`src/rtl/mcs4_bus_initiator.sv`:
```
// mcs4_bus_initiator: MCS-4 bus master producing clk1/clk2, SYNC, A1-X3 sequencing and one fetch per host request.
// Define MCS4_IO_CYCLE_EN for the M2 CM strobe, WRR/SRC X2 drive and RDR X2 capture.
module mcs4_bus_initiator #(
    parameter int CLK_DIV = 8
) (
    input  logic        sysclk,
    input  logic        poc_n,
    output logic        clk1,
    output logic        clk2,
    output logic        sync,
    output logic        cmrom,
    input  logic [3:0]  data_in,
    output logic [3:0]  data_out,
    output logic        data_dir,
    input  logic        req_valid,
    output logic        req_ready,
    input  logic [11:0] req_pc,
    input  logic [3:0]  req_xdata,
    output logic        rsp_valid,
    output logic [3:0]  rsp_opr,
    output logic [3:0]  rsp_opa,
    output logic [3:0]  rsp_rdata
);
    localparam int TW = $clog2(CLK_DIV);
    localparam logic [TW-1:0] T_END = TW'(CLK_DIV - 1);
    localparam logic [TW-1:0] T_Q   = TW'(CLK_DIV / 4);
    localparam logic [TW-1:0] T_H   = TW'(CLK_DIV / 2);
    localparam logic [TW-1:0] T_3Q  = TW'(3 * CLK_DIV / 4);
    localparam logic [TW-1:0] T_CAP = TW'(3 * CLK_DIV / 4 - 1);

    typedef enum logic [2:0] {A1, A2, A3, M1, M2, X1, X2, X3} phase_t;

    phase_t        phase, nph;
    logic [TW-1:0] tick, ntk;
    logic          active, nact, at_end, last;
    logic [11:0]   pc, npc;
    logic [3:0]    xdata, nxd, opr, opa, rdata, n_out;
    logic          io_e, wrr, rdr, src, x2_drv, n_dir, n_cm;

    // Outputs are computed from the next counter state so they register in step with it.
    always_comb begin
        at_end = phase == X3 && tick == T_END;
        ntk    = tick == T_END ? '0 : tick + 1'b1;
        nph    = tick == T_END ? phase_t'(phase + 3'd1) : phase;
        last   = nph == X3 && ntk == T_END;
        nact   = at_end ? req_valid : active;
        npc    = at_end ? req_pc : pc;
        nxd    = at_end ? req_xdata : xdata;
`ifdef MCS4_IO_CYCLE_EN
        io_e   = opr == 4'hE;
        wrr    = io_e && opa == 4'b0010;
        rdr    = io_e && opa == 4'b1010;
        src    = opr == 4'h2 && opa[0];
`else
        io_e   = 1'b0;
        wrr    = 1'b0;
        rdr    = 1'b0;
        src    = 1'b0;
`endif
        x2_drv = nph == X2 && (wrr || src);
        n_dir  = nact && (nph <= A3 || x2_drv);
        n_cm   = nact && (nph == A3 || (nph == M2 && io_e) || (nph == X2 && src));
        n_out  = !nact        ? 4'h0 :
                 nph == A1    ? npc[3:0] :
                 nph == A2    ? npc[7:4] :
                 nph == A3    ? npc[11:8] :
                 x2_drv       ? nxd : 4'h0;
    end

    always_ff @(posedge sysclk or negedge poc_n) begin
        if (!poc_n) begin
            phase     <= X2;
            tick      <= T_END;
            active    <= 1'b0;
            pc        <= '0;
            xdata     <= '0;
            opr       <= '0;
            opa       <= '0;
            rdata     <= '0;
            clk1      <= 1'b0;
            clk2      <= 1'b0;
            sync      <= 1'b0;
            cmrom     <= 1'b0;
            data_out  <= '0;
            data_dir  <= 1'b0;
            req_ready <= 1'b0;
            rsp_valid <= 1'b0;
            rsp_opr   <= '0;
            rsp_opa   <= '0;
            rsp_rdata <= '0;
        end else begin
            phase     <= nph;
            tick      <= ntk;
            active    <= nact;
            pc        <= npc;
            xdata     <= nxd;
            if (phase == M1 && tick == T_CAP) opr <= data_in;
            if (phase == M2 && tick == T_CAP) opa <= data_in;
            if (phase == X2 && tick == T_CAP) rdata <= data_in;
            clk1      <= ntk < T_Q;
            clk2      <= ntk >= T_H && ntk < T_3Q;
            sync      <= nph == X3;
            cmrom     <= n_cm;
            data_out  <= n_out;
            data_dir  <= n_dir;
            req_ready <= last;
            rsp_valid <= last && active;
            if (last && active) begin
                rsp_opr   <= opr;
                rsp_opa   <= opa;
                rsp_rdata <= rdr ? rdata : 4'h0;
            end
        end
    end
endmodule

```
`config.mk`:
```
export PLATFORM = sky130hd
export DESIGN_NAME = mcs4_bus_initiator
export DESIGN_NICKNAME = d
export VERILOG_FILES = /design/src/rtl/mcs4_bus_initiator.sv
export SDC_FILE = /design/constraint.sdc
export NUM_CORES = 1
export LEC_CHECK = 0
export CAP_MARGIN = 20
export CELL_PAD_IN_SITES_DETAIL_PLACEMENT = 0
export CELL_PAD_IN_SITES_GLOBAL_PLACEMENT = 1
export CORE_UTILIZATION = 35
export DETAILED_ROUTE_END_ITERATION = 8
export PLACE_DENSITY_LB_ADDON = 0.1
export SLEW_MARGIN = 20
export SYNTH_ARGS = -nofsm -noshare
export SYNTH_HDL_FRONTEND = slang
export SYNTH_SLANG_ARGS = --single-unit
```
`constraint.sdc`:
```
create_clock -name sysclk -period 3.7 [get_ports sysclk]
set_input_delay 0.74 -clock sysclk [delete_from_list [all_inputs] [get_ports sysclk]]
set_output_delay 0.74 -clock sysclk [all_outputs]
set_load 0.03 [all_outputs]
```
==> impl_metrics.yaml <==
run_status:
  outcome: "finished clean"
finish:
  antenna_cells: 0
  layout.nets: 207
  final_core_util_pct: 47.0
  drive_gt1_share_pct: 28.2
  syn_to_final_growth_pct: 25.3
timing:
  grt_setup_unrepaired: "no"
  clock.fmax_ghz: 0.417
  drv_slew: 0
  tns_ns: 0
  worst_slew_pin_slew_ns: 0.659
  hold_violations: 0
  max-slew-margin-rel_pct: 55.9
  setup_viol: 0
  finalCritPeriodShare_pct: 64.8
  timing.final.crit_period_ns: 2.40
  clock_skew_ns: 0.00217
logic_synthesis:
  syn-cell-area_um2: 1980
  yosysMostFrequentCell: "dfrtp_1"
  synth_area_leaders: "dfrtp_1 52%, mux2_2 17%, dfstp_2 6.6%"
  synthArstFlopShare_pct: 100
  synth_edf_count: 0
  post_synth.cell_area_avg_um2: 14.5
  synth-seq-cells: 46
  ys_seq_area_share_pct: 58.6
  synthFlopType: "dfrtp_1"
  yosys_warnings: 0
  ys_types: 31
  yosysTopAreaCellShare_pct: 51.9
  ys_top_cells_by_count: "41 x dfrtp_1, 30 x mux2_2, 8 x ha_1, 8 x inv_1"
  synth.largest_area_cell: "dfrtp_1"
  synthCells: 136
global_route:
  groute.usage.overall_pct: 13.3
  grt_pass1_wl_um: 6070
  grt_overflow: 0
  grt_pass1_vias: 1292
  antenna_found_initial: 0
  grt_max_degree: 47
clock_tree:
  htree_levels: 2
  cts-root-buf: "clkbuf_8"
  cts_setup_buffers: 0
  cts_buffers: 5
  hold_buffers: 0
  cts_sinks: 46
  cts-resized-gates: 0
  cts_tree: "done"
  clkSlewWorstSetupHoldPaths_ns: 0.08
  insertion_delay_ns: 0.30
  clockBufferDepth: 2
floorplanning:
  start_util_pct: 37.5
  rows: 26
  die_height_um: 77.1
  coreArea_um2: 5270
  dieArea_um2: 5950
  die_width_um: 77.1
  ios: 46
setup_path:
  worstPathArrival_ns: 2.57
  cp-end-kind: "flip-flop"
  rr_worst_depth: 6
  critical_path_class: "flip-flop to flip-flop"
  required_ns: 3.88
  rr_startpoint: "tick[0]"
  cp-start-kind: "flip-flop"
  path_max_fanout: 13
  rrSetupSlack_ns: 1.30
  worstReg2RegEnd: "data_out[1]"
route:
  first_iter_violations: 26
  firstDrtPassIters: 4
  via_per_inst: 4.72
  vias: 1166
  drc: 0
  ant_nets: 0
  drt-total-wl_um: 3610
  routedWlPerCell_um: 14.6
worst_hold_path:
  hold_class: "input pin to asynchronous set/reset pin"
placed_design:
  gp_congestion: 0.726
  hpwl_um: 2530
  port_buffers: 37
power_and_ir_drop:
  powerDensity_nw_per_um2: 350
  ir_worst_vdd_uv: 157
  p_leak_uw: 0.00112
job:
  drv_cap: 0
-- stage by stage --
| stage | power, uW | worst slack, ns | hold slack (ns) | std cells | instance area (um^2) |
|---|---|---|---|---|---|
| after floorplan | 549 | 1.76 | 0.444 | 139 | 1990 |
| after global placement | 576 | 1.35 | 0.481 | 239 | 2390 |
| after detailed placement | 579 | 1.28 | 0.488 | 239 | 2390 |
| after CTS | 881 | 1.27 | 0.507 | 247 | 2470 |
| after global routing | 902 | 1.09 | 0.474 | 247 | 2470 |
| final | 866 | 1.30 | 0.429 | 247 | 2470 |
-- state kept, by name, summed over array words and instances, names as in the netlist --
register and count:
rsp_opa 4, data_out 4, clk1 1, active 1, opa 4, sync 1
pc 12, tick 3, data_dir 1, clk2 1, phase 3, opr 4
req_ready 1, rsp_valid 1, cmrom 1, rsp_opr 4
-- cells in the final DEF (no fill, tap or decap) --
master and instances:
a21oi_1 4, mux2_2 30, buf_4 1, and3b_1 1, nor4b_1 1, ha_1 8, xor2_1 1, dfstp_2 5
o31ai_4 1, nand4_1 1, a22oi_1 4, nand2_1 1, nand4_4 1, nand4b_1 2, or2_2 2, xnor2_2 1
nor3_1 1, clkbuf_8 5, clkinv_4 1, a31oi_1 1, nor4b_2 1, and2_1 2, inv_1 8, a41o_1 1
nor2_1 2, clkbuf_1 1, dfrtp_1 41, conb_1 4, a21boi_0 2, clkdlybuf4s50_1 36, nand3_2 1, o31ai_1 4
and3_1 1, clkinv_2 1
-- worst max-delay path by stage --
stage,start,end,slack [ns],cells past startpoint
floorplan,tick[0],rsp_opa[0],1.76,7
global placement,tick[0],data_out[0],1.35,6
detailed placement,tick[0],data_out[1],1.28,6
CTS,tick[0],data_out[1],1.27,6
global route,tick[0],data_out[2],1.09,6
finish,tick[0],data_out[1],1.30,6
-- cell type report --
type	instances	area [um^2]
well taps	70	87.6
repair buffers	37	368
inverters	8	30.0
clock inverters	2	13.8
clock buffers	6	72.6
multi-input cells	78	746
fillers	492	2800
flip-flops and latches	46	1160
-- worst max-delay path: stages, from the launching register on --
cell and delay, ns:
dfstp_2 0.56, ha_1 0.17, ha_1 0.37, nand3_2 0.39, mux2_2 0.41, o31ai_1 0.30, a21oi_1 0.08
-- cells by family after synthesis --
group           share of synthesized area [%]
compound gates                           6.71
xor+xnor                                 1.27
fa+ha+maj                                5.07
buf+inv                                  4.24
flops                                    58.6
mux                                      17.1
other cells                             0.190
simple gates                             6.84
-- routing by layer --
metal	wire length (um)	track usage, %	part of all wire [%]	vias up
li1	-	-	-	551
met1	1520	14.3	42	575
met2	1830	24.1	51	33
met3	193	3.93	5.4	7
met4	63	5.66	1.7	0
met5	0	0	0	-
-- power breakdown --
part / internal, uW / switching (uW) / total [uW]
Combinational: 25.7 / 24.1 / 49.8
Sequential: 514 / 4.13 / 518
Clock: 133 / 164 / 298
Total: 673 / 193 / 866
Power figures use the tool's default switching activity.
